File: config.mk
export PLATFORM = sky130hd
export DESIGN_NAME = fetch_stage
export DESIGN_NICKNAME = d
export VERILOG_FILES = /design/src/rtl/fetch_stage.sv
export SDC_FILE = /design/constraint.sdc
export NUM_CORES = 1
export LEC_CHECK = 0
export CAP_MARGIN = 30
export CORE_UTILIZATION = 47
export DETAILED_ROUTE_END_ITERATION = 7
export PLACE_DENSITY_LB_ADDON = 0.08
export SYNTH_ARGS = -nofsm -noshare
export SYNTH_HDL_FRONTEND = slang
export SYNTH_SLANG_ARGS = --single-unit
File: constraint.sdc
create_clock -name clk -period 2 [get_ports clk]
set_clock_uncertainty 0.05 [all_clocks]
set_input_delay 0.2 -clock clk [delete_from_list [all_inputs] [get_ports clk]]
set_output_delay 0.2 -clock clk [all_outputs]
set_load 0.005 [all_outputs]
File: src/rtl/fetch_stage.sv
// Instruction fetch stage: drives a single-outstanding request to instruction memory and
// fills the IF/ID register, with a skid buffer for stalls and a drain state for redirects.
module fetch_stage #(
   parameter logic [31:0] RESET_PC  = 32'h0000_0000,
   parameter logic [31:0] NOP_INSTR = 32'h0000_0013
) (
   input  logic        clk,
   input  logic        rst_n,
   input  logic        stall,
   input  logic        redirect,
   input  logic [31:0] redirect_pc,
   output logic        imem_req,
   output logic [31:0] imem_addr,
   input  logic        imem_ready,
   input  logic [31:0] imem_rdata,
   output logic [31:0] if_id_pc,
   output logic [31:0] if_id_instr,
   output logic        if_id_valid,
   output logic        fetch_busy
);

   typedef enum logic [1:0] {StIdle, StFetch, StHold, StDrain} state_e;

   state_e      state_q, state_d;
   logic [31:0] pc_q, pc_d;
   logic [31:0] pending_pc_q, pending_pc_d;
   logic [31:0] skid_pc_q, skid_pc_d;
   logic [31:0] skid_instr_q, skid_instr_d;
   logic [31:0] if_id_pc_q, if_id_pc_d;
   logic [31:0] if_id_instr_q, if_id_instr_d;
   logic        if_id_valid_q, if_id_valid_d;
   logic        complete;
   logic [31:0] redirect_tgt;
   logic [31:0] pc_inc;

   assign redirect_tgt = {redirect_pc[31:2], 2'b00};
   assign pc_inc       = pc_q + 32'd4;

   always_ff @(posedge clk) begin
      if (!rst_n) begin
         state_q <= StIdle;
      end else begin
         state_q <= state_d;
      end
   end

   always_comb begin
      state_d = state_q;
      unique case (state_q)
         StIdle:  state_d = StFetch;
         StFetch: begin
            if (redirect && !complete) begin
               state_d = StDrain;
            end else if (!redirect && stall && complete) begin
               state_d = StHold;
            end
         end
         StHold:  if (redirect || !stall) state_d = StFetch;
         StDrain: if (complete) state_d = StFetch;
         default: state_d = StIdle;
      endcase
   end

   // Reset gates the request combinationally so an abandoned fetch never completes.
   always_comb begin
      imem_req   = rst_n && ((state_q == StFetch) || (state_q == StDrain));
      complete   = imem_req && imem_ready;
      fetch_busy = (imem_req && !imem_ready) || (state_q == StDrain);
      imem_addr  = pc_q;
   end

   always_comb begin
      pc_d          = pc_q;
      pending_pc_d  = pending_pc_q;
      skid_pc_d     = skid_pc_q;
      skid_instr_d  = skid_instr_q;
      if_id_pc_d    = if_id_pc_q;
      if_id_instr_d = if_id_instr_q;
      if_id_valid_d = if_id_valid_q;
      if (redirect) begin
         if_id_valid_d = 1'b0;
         if_id_instr_d = NOP_INSTR;
         skid_pc_d     = 32'd0;
         skid_instr_d  = NOP_INSTR;
         // A still-outstanding request must land before the new target can be issued.
         if (((state_q == StFetch) || (state_q == StDrain)) && !complete) begin
            pending_pc_d = redirect_tgt;
         end else begin
            pc_d = redirect_tgt;
         end
      end else begin
         unique case (state_q)
            StFetch: begin
               if (stall) begin
                  if (complete) begin
                     skid_pc_d    = pc_q;
                     skid_instr_d = imem_rdata;
                     pc_d         = pc_inc;
                  end
               end else if (complete) begin
                  if_id_pc_d    = pc_q;
                  if_id_instr_d = imem_rdata;
                  if_id_valid_d = 1'b1;
                  pc_d          = pc_inc;
               end else begin
                  if_id_valid_d = 1'b0;
                  if_id_instr_d = NOP_INSTR;
               end
            end
            StHold: begin
               if (!stall) begin
                  if_id_pc_d    = skid_pc_q;
                  if_id_instr_d = skid_instr_q;
                  if_id_valid_d = 1'b1;
               end
            end
            StDrain: begin
               if_id_valid_d = 1'b0;
               if_id_instr_d = NOP_INSTR;
               if (complete) pc_d = pending_pc_q;
            end
            default: ;
         endcase
      end
   end

   always_ff @(posedge clk) begin
      if (!rst_n) begin
         pc_q          <= RESET_PC;
         pending_pc_q  <= 32'd0;
         skid_pc_q     <= 32'd0;
         skid_instr_q  <= NOP_INSTR;
         if_id_pc_q    <= 32'd0;
         if_id_instr_q <= NOP_INSTR;
         if_id_valid_q <= 1'b0;
      end else begin
         pc_q          <= pc_d;
         pending_pc_q  <= pending_pc_d;
         skid_pc_q     <= skid_pc_d;
         skid_instr_q  <= skid_instr_d;
         if_id_pc_q    <= if_id_pc_d;
         if_id_instr_q <= if_id_instr_d;
         if_id_valid_q <= if_id_valid_d;
      end
   end

   assign if_id_pc    = if_id_pc_q;
   assign if_id_instr = if_id_instr_q;
   assign if_id_valid = if_id_valid_q;

endmodule

==> metrics, run 1 <==
Hold WC Path Type=in -> reg; Yosys Warn Count=0; Die Height=136.2 um; vias in the first global route=between 7000 and 8000; top cell type's share of synthesized area=between 40% and 50%; Avg Cell Area, Syn=around 7.9 sq um; worst skew pair latency=roughly 0.42 ns; I/O Pins=~170; worst endpoint required time=2.25 ns; number of vias per cell=roughly 5.7; share of cells above drive strength 1=about 17%; grt total ovfl=0; CP Capture Type=flop; FFs w/ async S/R, synth=0%; Placed Area=between 10000 and 15000 sq um; placer congestion estimate=about 0.9; endpoints failing setup=1; Post-Route WL=between 20 and 30 mm; area taken by multi-input logic gates=around 4500 sq um; Primary FF master, synth=dfxtp_1; die span in x=between 100 and 150 um; CP arrival=2.28 ns; Area contributors post-synth=dfxtp_1 (44%), nand2_1 (11%), a21oi_1 (7.3%); Fillers=about 1500; Logic pwr share=a little over two fifths; final period utilization=101.5%; first-pass GRT wire length=approximately 40 mm; DR iter-0 viols=between 700 and 800; Slew Viols, Final=0; Final HPWL DP=~17 mm; Tot Pwr=between 10 and 15 mW; Area growth syn-to-layout=41.88%; Hold Vio Cnt, Final=0; # DRC=0; DRT Pass-1 Iters=6; input/output buffers=between 150 and 200; Sw Ratio=around a third; WL/cell=17.49 um; Nets=1344; # Max-Cap Violations=0; Reg clk slew, reported paths=0.07 ns; initial antenna violation count=0; maximum clock path buffer count=2; failing checks=negative setup slack; post-synthesis register bit count=187; Crit Path Category=reg -> reg; largest net degree at the start of global routing=59; post-synthesis cell type count=66; hold buffer count at CTS=0; worst-margin pin slew=between 0.6 and 0.7 ns; post-synthesis cell count=1069; CTS tree=built; Die ar.=18560 sq um; Internal=about 9.6 mW; Fmax=492.6 MHz; most frequent cells in the layout=nand2_1 (228), dfxtp_1 (183), clkdlybuf4s50_1 (157), a21oi_1 (108), buf_4 (97); Max IR drop VDD=approximately 0.72 mV; most common cell after layout, fill and taps aside=nand2_1; status=finished, violations left; clk root buf=clkbuf_16; crit-path max FO=5; clock power share=between 20% and 30%; Post-DRT Antenna Nets=0; final setup margin=-0.03010 ns; setup TNS=-0.03010 ns; Num CTS Buffers=17; Post-synth EDFFs=0; Switch Pwr=5.047 mW; row cnt=48; Seq/Total Area, Yosys=around 44%; initial core utilization=between 40% and 50%; DR vias=8573; Startpoint Class=flop; Yosys top cell by area=dfxtp_1; Post-Syn Area=8467 sq um; PwrDens=around 1200 nW/um^2; # diodes=0; post-route cell area=~12000 sq um; gr usage total=between 20% and 30%; RSZ-0062 raised after global routing=true; min cycle time layout=between 2 and 2.5 ns; core box area=~17000 sq um; TritonCTS Sinks=around 190; Slew HR=roughly three fifths; Flop pwr share=about a third; Static Leak=~4.4 nW; H-Tree Depth=4; Sequential Area=about 3800 sq um
state kept, by name, indices dropped and copies added (netlist names):
| name | flops |
|---|---|
| if_id_instr | 32 |
| skid_instr_q | 32 |
| if_id_pc | 30 |
| imem_addr | 30 |
| pending_pc_q | 30 |
| skid_pc_q | 30 |
| state_q | 2 |
| if_id_valid | 1 |
cell type report:
cell class              count  area share [%]
repair buffers            282           23.25
flip-flops and latches    187           31.25
clock buffers              19           3.687
clock inverters            11           1.323
well taps                 225           2.344
inverters                  11          0.3645
multi-input cells         772           37.79
critical path: stages, from the launching register on:
cell and delay, ns:
dfxtp_4 0.38, inv_4 0.04, ha_4 0.17, buf_4 0.15, a21boi_0 0.14, a2111oi_1 0.43
buf_4 0.20, o21ai_0 0.11, a21oi_1 0.18, a311oi_1 0.06
kinds of logic (layout without fill, tap and decap cells):
| kind of cell | after synthesis | in the layout | synth area share, % |
|---|---|---|---|
| XOR/XNOR | 7 | 7 | 0.7241 |
| buffers and inverters | 113 | 323 | 5.512 |
| AND/OR/NAND/NOR | 427 | 427 | 21.96 |
| flip-flops | 187 | 187 | 44.21 |
| AO/OA/AOI/OAI | 296 | 296 | 22.92 |
| multiplexers | 34 | 34 | 4.034 |
| adder cells (fa/ha/maj) | 4 | 4 | 0.5911 |
| other | 1 | 4 | 0.04429 |
timing repair:
item / 4_1_cts / 5_1_grt
pin swaps: 1 / 16
endpoints found under the setup margin: 171 / 165
cloned: 0 / 6
resized for setup: 10 / 63
setup buffers: 6 / 10
per-layer routing:
layer | vias to the layer above | wire length, um | global-route usage (%)
li1 | 4178 | - | -
met1 | 4022 | 11690 | 38.71
met2 | 343 | 12290 | 41.79
met3 | 30 | 1990 | 4.959
met4 | 0 | 390 | 7.901
met5 | - | 0 | 0
power by group through the flow:
stage / Clock (mW) / Combinational, mW / Sequential [mW]
detailed placement: 0 / 5.56 / 4.88
CTS: 3.56 / 5.68 / 4.82
global route: 3.71 / 6.78 / 4.91
floorplan: 0 / 2.74 / 4.88
finish: 3.51 / 6.26 / 4.84
global placement: 0 / 5.49 / 4.86
synthesized netlist by cell type, types with 3 or more instances:
| library cell | n |
|---|---|
| clkbuf_1 | 70 |
| o22ai_1 | 5 |
| o31a_1 | 4 |
| ha_1 | 4 |
| buf_2 | 20 |
| and2_1 | 4 |
| nor3_1 | 39 |
| buf_1 | 6 |
| xor2_1 | 6 |
| nand4_1 | 9 |
| mux2i_1 | 33 |
| inv_1 | 10 |
| o21ai_0 | 29 |
| a21oi_1 | 124 |
| o211ai_1 | 19 |
| o31ai_1 | 6 |
| dfxtp_1 | 187 |
| a221oi_1 | 31 |
| nor4_1 | 3 |
| o211a_1 | 13 |
| a41oi_1 | 3 |
| o221ai_1 | 4 |
| a211oi_1 | 26 |
| a31oi_1 | 5 |
| nand3_1 | 14 |
| and4_1 | 5 |
| nand2b_1 | 11 |
| a21boi_0 | 4 |
| nand2_1 | 245 |
| and3_1 | 9 |
| o2bb2ai_1 | 4 |
| nor2_1 | 72 |
| or3_1 | 5 |
| buf_4 | 4 |
worst paths after layout:
check,from,to,slack (ns),cells after the start
min reg2reg,pending_pc_q[31]$_SDFFE_PN0P_,pending_pc_q[31]$_SDFFE_PN0P_,0.40,2
min,rst_n,state_q[1]$_SDFFE_PN0P_,0.12,3
max,state_q[1]$_SDFFE_PN0P_,imem_addr[12]$_SDFFE_PN0P_,-0.03,9
max reg2reg,state_q[1]$_SDFFE_PN0P_,imem_addr[12]$_SDFFE_PN0P_,-0.03,9
through the flow:
stage	hold WS, ns	std cells	util, %	setup slack (ns)
finish	0.1239	1507	68.97	-0.03010
CTS	0.09531	1491	66.61	0.01390
floorplan	0.2730	1072	-	0.04972
detailed placement	0.3926	1455	62.74	-0.1197
global route	0.1329	1507	68.97	-0.1144
global placement	0.3872	1455	62.74	-0.09415
Power figures use the tool's default switching activity.
==> run 2, diff against run 1 <==
--- a/config.mk
+++ b/config.mk
@@ -6,7 +6,7 @@
 export NUM_CORES = 1
 export LEC_CHECK = 0
 export CAP_MARGIN = 30
-export CORE_UTILIZATION = 47
+export CORE_UTILIZATION = 52
 export DETAILED_ROUTE_END_ITERATION = 7
 export PLACE_DENSITY_LB_ADDON = 0.08
 export SYNTH_ARGS = -nofsm -noshare
==> constraint.sdc (replaced) <==
create_clock -name clk -period 2.13 [get_ports clk]
set_clock_uncertainty 0.05 [all_clocks]
set_input_delay 0.213 -clock clk [delete_from_list [all_inputs] [get_ports clk]]
set_output_delay 0.213 -clock clk [all_outputs]
set_load 0.005 [all_outputs]
==> metrics, run 2 (synthesized netlist as in run 1, its figures left out) <==
final period utilization=99.24% (-2.3 points); H-Tree Depth=4 (unchanged); core box area=15890 sq um (-8.8%); maximum clock path buffer count=2 (unchanged); initial core utilization=53.30% (+4.7 points); worst endpoint required time=2.43 ns (+0.18 ns); Reg clk slew, reported paths=0.07 ns (about the same); CP Capture Type=flop; Slew Viols, Final=0 (unchanged); largest net degree at the start of global routing=70 (+19%); reg-to-reg endpoint=imem_addr[20]$_SDFFE_PN0P_; I/O Pins=168 (unchanged); most frequent cells in the layout=nand2_1 (244), dfxtp_1 (185), clkdlybuf4s50_1 (158), a21oi_1 (123), nor2_1 (68); Post-Place Setup Slack=-0.03554 ns (+0.08413 ns); hold endpoint=imem_addr[17]$_SDFFE_PN0P_; worst r2r path cells=8 (-1); # diodes=0 (unchanged); endpoints failing setup=0 (-1); CP arrival=2.41 ns (+0.13 ns); row cnt=46 (-4.2%); most frequent CP cell=buf_4; worst skew pair latency=0.43 ns (about the same); Non-Filler Instances=1467 (-2.7%); Sequential Area=3749 sq um (-0.13%); slowest CP cell=nor2_2; Placed Area=10700 sq um (-2.1%); Hold WC Path Type=in -> reg; Die Height=129.6 um (-4.9%); hold path start=redirect; hold buffer count at CTS=0 (unchanged); crit-path max FO=10 (+5); WL/cell=17.12 um (-2.1%); Critical R2R Launch=state_q[0]$_SDFFE_PN0P_; area taken by multi-input logic gates=4372 sq um (-3.7%); input/output buffers=161 (unchanged); TritonCTS Sinks=187 (unchanged); peak per-stage delay on the critical path=0.42 ns (about the same); first-pass GRT wire length=38.43 mm (-3.0%); Cells after DPL=1421 (-2.3%); Slew HR=57.71% (-1.5 points); PwrDens=1153 nW/um^2 (-5.3%); gr usage total=28.98% (+1.7 points); most common cell after layout, fill and taps aside=nand2_1; Max IR drop VDD=0.7040 mV (-1.6%); CP Cell Sequence=ha_4 -> buf_4 -> buf_4 -> nor2_2 -> nand2b_1 -> nor3_1 -> a31oi_1 -> a21boi_0; Post-DRT Antenna Nets=0 (unchanged); FF-to-FF setup slack=0.02 ns (+0.05 ns); worst-margin pin slew=0.6344 ns (+0.02206 ns); Num CTS Buffers=17 (unchanged); share of cells above drive strength 1=12.15% (-5.1 points); DRT Pass-1 Iters=8 (+2); Fmax=473.1 MHz (-4.0%); Final HPWL DP=16.39 mm (-4.7%); DR iter-0 viols=825 (+8.0%); Fillers=1270 (-14%); initial antenna violation count=0 (unchanged); Die ar.=16800 sq um (-9.5%); # DRC=0 (unchanged); min cycle time layout=2.114 ns (+0.08374 ns); setup TNS=0 ns (+0.03010 ns); Nets=1311 (-2.5%); DR vias=8647 (+0.86%); placer congestion estimate=0.8957 (+1.0%); clk root buf=clkbuf_16; Startpoint Class=flop; Post-Route WL=25.11 mm (-4.7%); # Max-Cap Violations=0 (unchanged); CTS tree=built; grt total ovfl=0 (unchanged); Crit Path Category=reg -> reg; status=finished clean; Area growth syn-to-layout=36.69%; Hold Vio Cnt, Final=0 (unchanged); Static Leak=4.163 nW (-4.8%); die span in x=129.6 um (-4.9%); worst hold stages=3 (unchanged); number of vias per cell=5.894 (+3.6%); vias in the first global route=7481 (-1.9%); post-route cell area=11570 sq um (-3.7%); final setup margin=0.01616 ns (+0.04626 ns); Finished Core Util=72.86% (+3.9 points)
[run 2: power breakdown]
group	switching, mW	internal [mW]
Sequential	0.453	4.10
Clock	1.38	1.96
Combinational	2.71	2.74
Total	4.54	8.80
[run 2: routing by layer]
layer	part of all wire [%]	vias up	global-route usage, %
met5	0	-	0
met4	1.8	0	9.713
met3	8.4	45	4.253
met1	44	4077	41.37
met2	46	415	44.76
li1	-	4110	-
[run 2: critical path: cells and delay by family (launching register included)]
family | cells | cell delay, ns
buffers and inverters | 2 | 0.28
and+or+nand+nor | 3 | 0.89
AOI/OAI and AO/OA | 2 | 0.28
DFF | 1 | 0.37
adders and majority gates | 1 | 0.17
[run 2: repair_timing]
| item | 4_1_cts | 5_1_grt |
|---|---|---|
| setup endpoints to repair | 4 | 35 |
| gates resized for setup | 12 | 9 |
| setup buffers | 3 | 7 |
| pin swaps | 1 | 4 |
| cloned | 0 | 4 |
[run 2: cell type report]
cell class	instances	area share, %
timing repair buffer	249	21.74
inverter	11	0.3568
clock inverter	11	1.341
multi-input combinational	772	37.77
tap	216	2.335
clock buffer	21	4.065
sequential	187	32.39
[run 2: how the worst max path moves through the flow]
stage                                      end                    start
floorplan           imem_addr[12]$_SDFFE_PN0P_  state_q[1]$_SDFFE_PN0P_
global placement    imem_addr[20]$_SDFFE_PN0P_  state_q[0]$_SDFFE_PN0P_
detailed placement  imem_addr[20]$_SDFFE_PN0P_  state_q[0]$_SDFFE_PN0P_
CTS                                   imem_req  state_q[1]$_SDFFE_PN0P_
global route         if_id_pc[13]$_SDFFE_PN0P_  state_q[0]$_SDFFE_PN0P_
finish              imem_addr[20]$_SDFFE_PN0P_  state_q[0]$_SDFFE_PN0P_
[run 2: stage by stage]
| stage | total power [mW] | hold WS, ns |
|---|---|---|
| finish | 13.34 | 0.2232 |
| global route | 14.07 | 0.2279 |
| CTS | 12.98 | 0.2074 |
| detailed placement | 9.568 | 0.3923 |
| global placement | 9.474 | 0.3878 |
| floorplan | 7.152 | 0.2860 |
==> run 3, diff against run 2 <==
--- a/config.mk
+++ b/config.mk
@@ -5,10 +5,11 @@
 export SDC_FILE = /design/constraint.sdc
 export NUM_CORES = 1
 export LEC_CHECK = 0
-export CAP_MARGIN = 30
+export CAP_MARGIN = 15
 export CORE_UTILIZATION = 52
 export DETAILED_ROUTE_END_ITERATION = 7
 export PLACE_DENSITY_LB_ADDON = 0.08
+export SKIP_LAST_GASP = 1
 export SYNTH_ARGS = -nofsm -noshare
 export SYNTH_HDL_FRONTEND = slang
 export SYNTH_SLANG_ARGS = --single-unit
==> metrics, run 3 (synthesized netlist as in run 1, its figures left out) <==
Non-Filler Instances=1467 (unchanged); grt total ovfl=0 (unchanged); Post-DRT Antenna Nets=0 (unchanged); min cycle time layout=2.122 ns (+0.008212 ns); # DRC=0 (unchanged); most common cell after layout, fill and taps aside=nand2_1; clk root buf=clkbuf_16; Placed Area=10700 sq um (unchanged); worst-margin pin slew=0.6443 ns (+0.009919 ns); worst endpoint required time=2.43 ns (about the same); endpoints failing setup=0 (unchanged); gr usage total=28.98% (unchanged); post-route cell area=11570 sq um (unchanged); Nets=1311 (unchanged); I/O Pins=168 (unchanged); Reg clk slew, reported paths=0.07 ns (about the same); placer congestion estimate=0.8957 (unchanged); Min Hold Slack=0.2275 ns (+0.004252 ns); vias in the first global route=7481 (unchanged); Num CTS Buffers=17 (unchanged); largest net degree at the start of global routing=70 (unchanged); worst hold stages=3 (unchanged); Die Height=129.6 um (unchanged); peak per-stage delay on the critical path=0.43 ns (about the same); Final HPWL DP=16.39 mm (unchanged); worst r2r path cells=8 (unchanged); share of cells above drive strength 1=12.15% (unchanged); DR vias=8651 (+0.046%); Post-Route WL=25.18 mm (+0.27%); WP buf/inv=2 (unchanged); most frequent cells in the layout=nand2_1 (244), dfxtp_1 (185), clkdlybuf4s50_1 (158), a21oi_1 (123), nor2_1 (68); number of vias per cell=5.897 (about the same); # Max-Cap Violations=0 (unchanged); CP Cell Sequence=ha_4 -> buf_4 -> buf_4 -> nor2_2 -> nand2b_1 -> nor3_1 -> a31oi_1 -> a21boi_0; Fillers=1270 (unchanged); TritonCTS Sinks=187 (unchanged); reg-to-reg endpoint=imem_addr[20]$_SDFFE_PN0P_; die span in x=129.6 um (unchanged); CP Capture Type=flop; Finished Core Util=72.86% (unchanged); DR iter-0 viols=836 (+1.3%); CTS tree=built; Hold WC Path Type=in -> reg; CP startpoint=state_q[0]$_SDFFE_PN0P_; Slew Viols, Final=0 (unchanged); Max IR drop VDD=0.7058 mV (+0.26%); crit-path max FO=10 (unchanged); FF-to-FF setup slack=0.008 ns (about the same); Critical R2R Launch=state_q[0]$_SDFFE_PN0P_; slowest CP cell=nor2_2; Fmax=471.2 MHz (-0.39%); PwrDens=1153 nW/um^2 (about the same); CP arrival=2.42 ns (about the same); # diodes=0 (unchanged); final period utilization=99.63% (+0.39 points); H-Tree Depth=4 (unchanged); Area growth syn-to-layout=36.69% (unchanged); Static Leak=4.163 nW (unchanged); hold endpoint=imem_addr[17]$_SDFFE_PN0P_; Die ar.=16800 sq um (unchanged); status=finished clean; Startpoint Class=flop; Post-Place Setup Slack=-0.03554 ns (unchanged); WL/cell=17.16 um (+0.27%); row cnt=46 (unchanged); most frequent CP cell=buf_4; Slew HR=57.05% (-0.66 points); Hold Vio Cnt, Final=0 (unchanged); DRT Pass-1 Iters=7 (-1); initial antenna violation count=0 (unchanged); worst skew pair latency=0.43 ns (about the same); CP top delay family=simple AND/OR/NAND/NOR gates; initial core utilization=53.30% (unchanged); core box area=15890 sq um (unchanged); input/output buffers=161 (unchanged); Crit Path Category=reg -> reg; Cells after DPL=1421 (unchanged); hold path start=redirect; final setup margin=0.007944 ns (-0.008212 ns); first-pass GRT wire length=38.43 mm (unchanged); maximum clock path buffer count=2 (unchanged)
run 3: cell counts in the layout (fill, tap and decap cells not counted):
Identical to the previous run, type by type.
run 3: final cells by class:
type                    count  area (sq um)  area share, %
clock buffers              21         470.5          4.065
clock inverters            11         155.1          1.341
inverters                  11         41.29         0.3568
multi-input cells         772          4372          37.77
flip-flops and latches    187          3749          32.39
well taps                 216         270.3          2.335
repair buffers            249          2516          21.74
run 3: worst max-delay path by stage:
| stage | end | cells past startpoint |
|---|---|---|
| global placement | imem_addr[20]$_SDFFE_PN0P_ | 6 |
| finish | imem_addr[20]$_SDFFE_PN0P_ | 8 |
| global route | if_id_pc[13]$_SDFFE_PN0P_ | 9 |
| floorplan | imem_addr[12]$_SDFFE_PN0P_ | 8 |
| detailed placement | imem_addr[20]$_SDFFE_PN0P_ | 6 |
| CTS | imem_req | 5 |
run 3: where the power goes:
part / leakage, nW / switching (mW) / total, mW / internal (mW)
Clock: 0.305 / 1.38 / 3.34 / 1.96
Combinational: 2.34 / 2.71 / 5.45 / 2.74
Sequential: 1.52 / 0.453 / 4.55 / 4.10
Total: 4.16 / 4.55 / 13.3 / 8.80
run 3: stage by stage:
stage               TNS [ns]  total power [mW]
floorplan                  0             7.152
global placement    -0.01220             9.474
detailed placement  -0.03761             9.568
CTS                 -0.01550             12.98
global route         -0.5289             14.07
finish                     0             13.35
run 3: routing by layer:
layer / share of wire (%) / global-route usage [%] / up-vias
met5: 0 / 0 / -
met4: 1.9 / 9.713 / 0
met3: 7.9 / 4.253 / 46
met2: 46 / 44.76 / 403
met1: 44 / 41.37 / 4088
li1: - / - / 4114
run 3: tightest hold or removal path, stage by stage:
cell and delay [ns]:
buf_2 0.19, o21ai_0 0.12, o2111a_1 0.13
run 3: repair_timing:
item,CTS,global route
pin swaps,1,4
gates resized for setup,11,10
cloned,0,4
buffers inserted,3,7
hold buffers,0,0
endpoints found under the setup margin,4,60
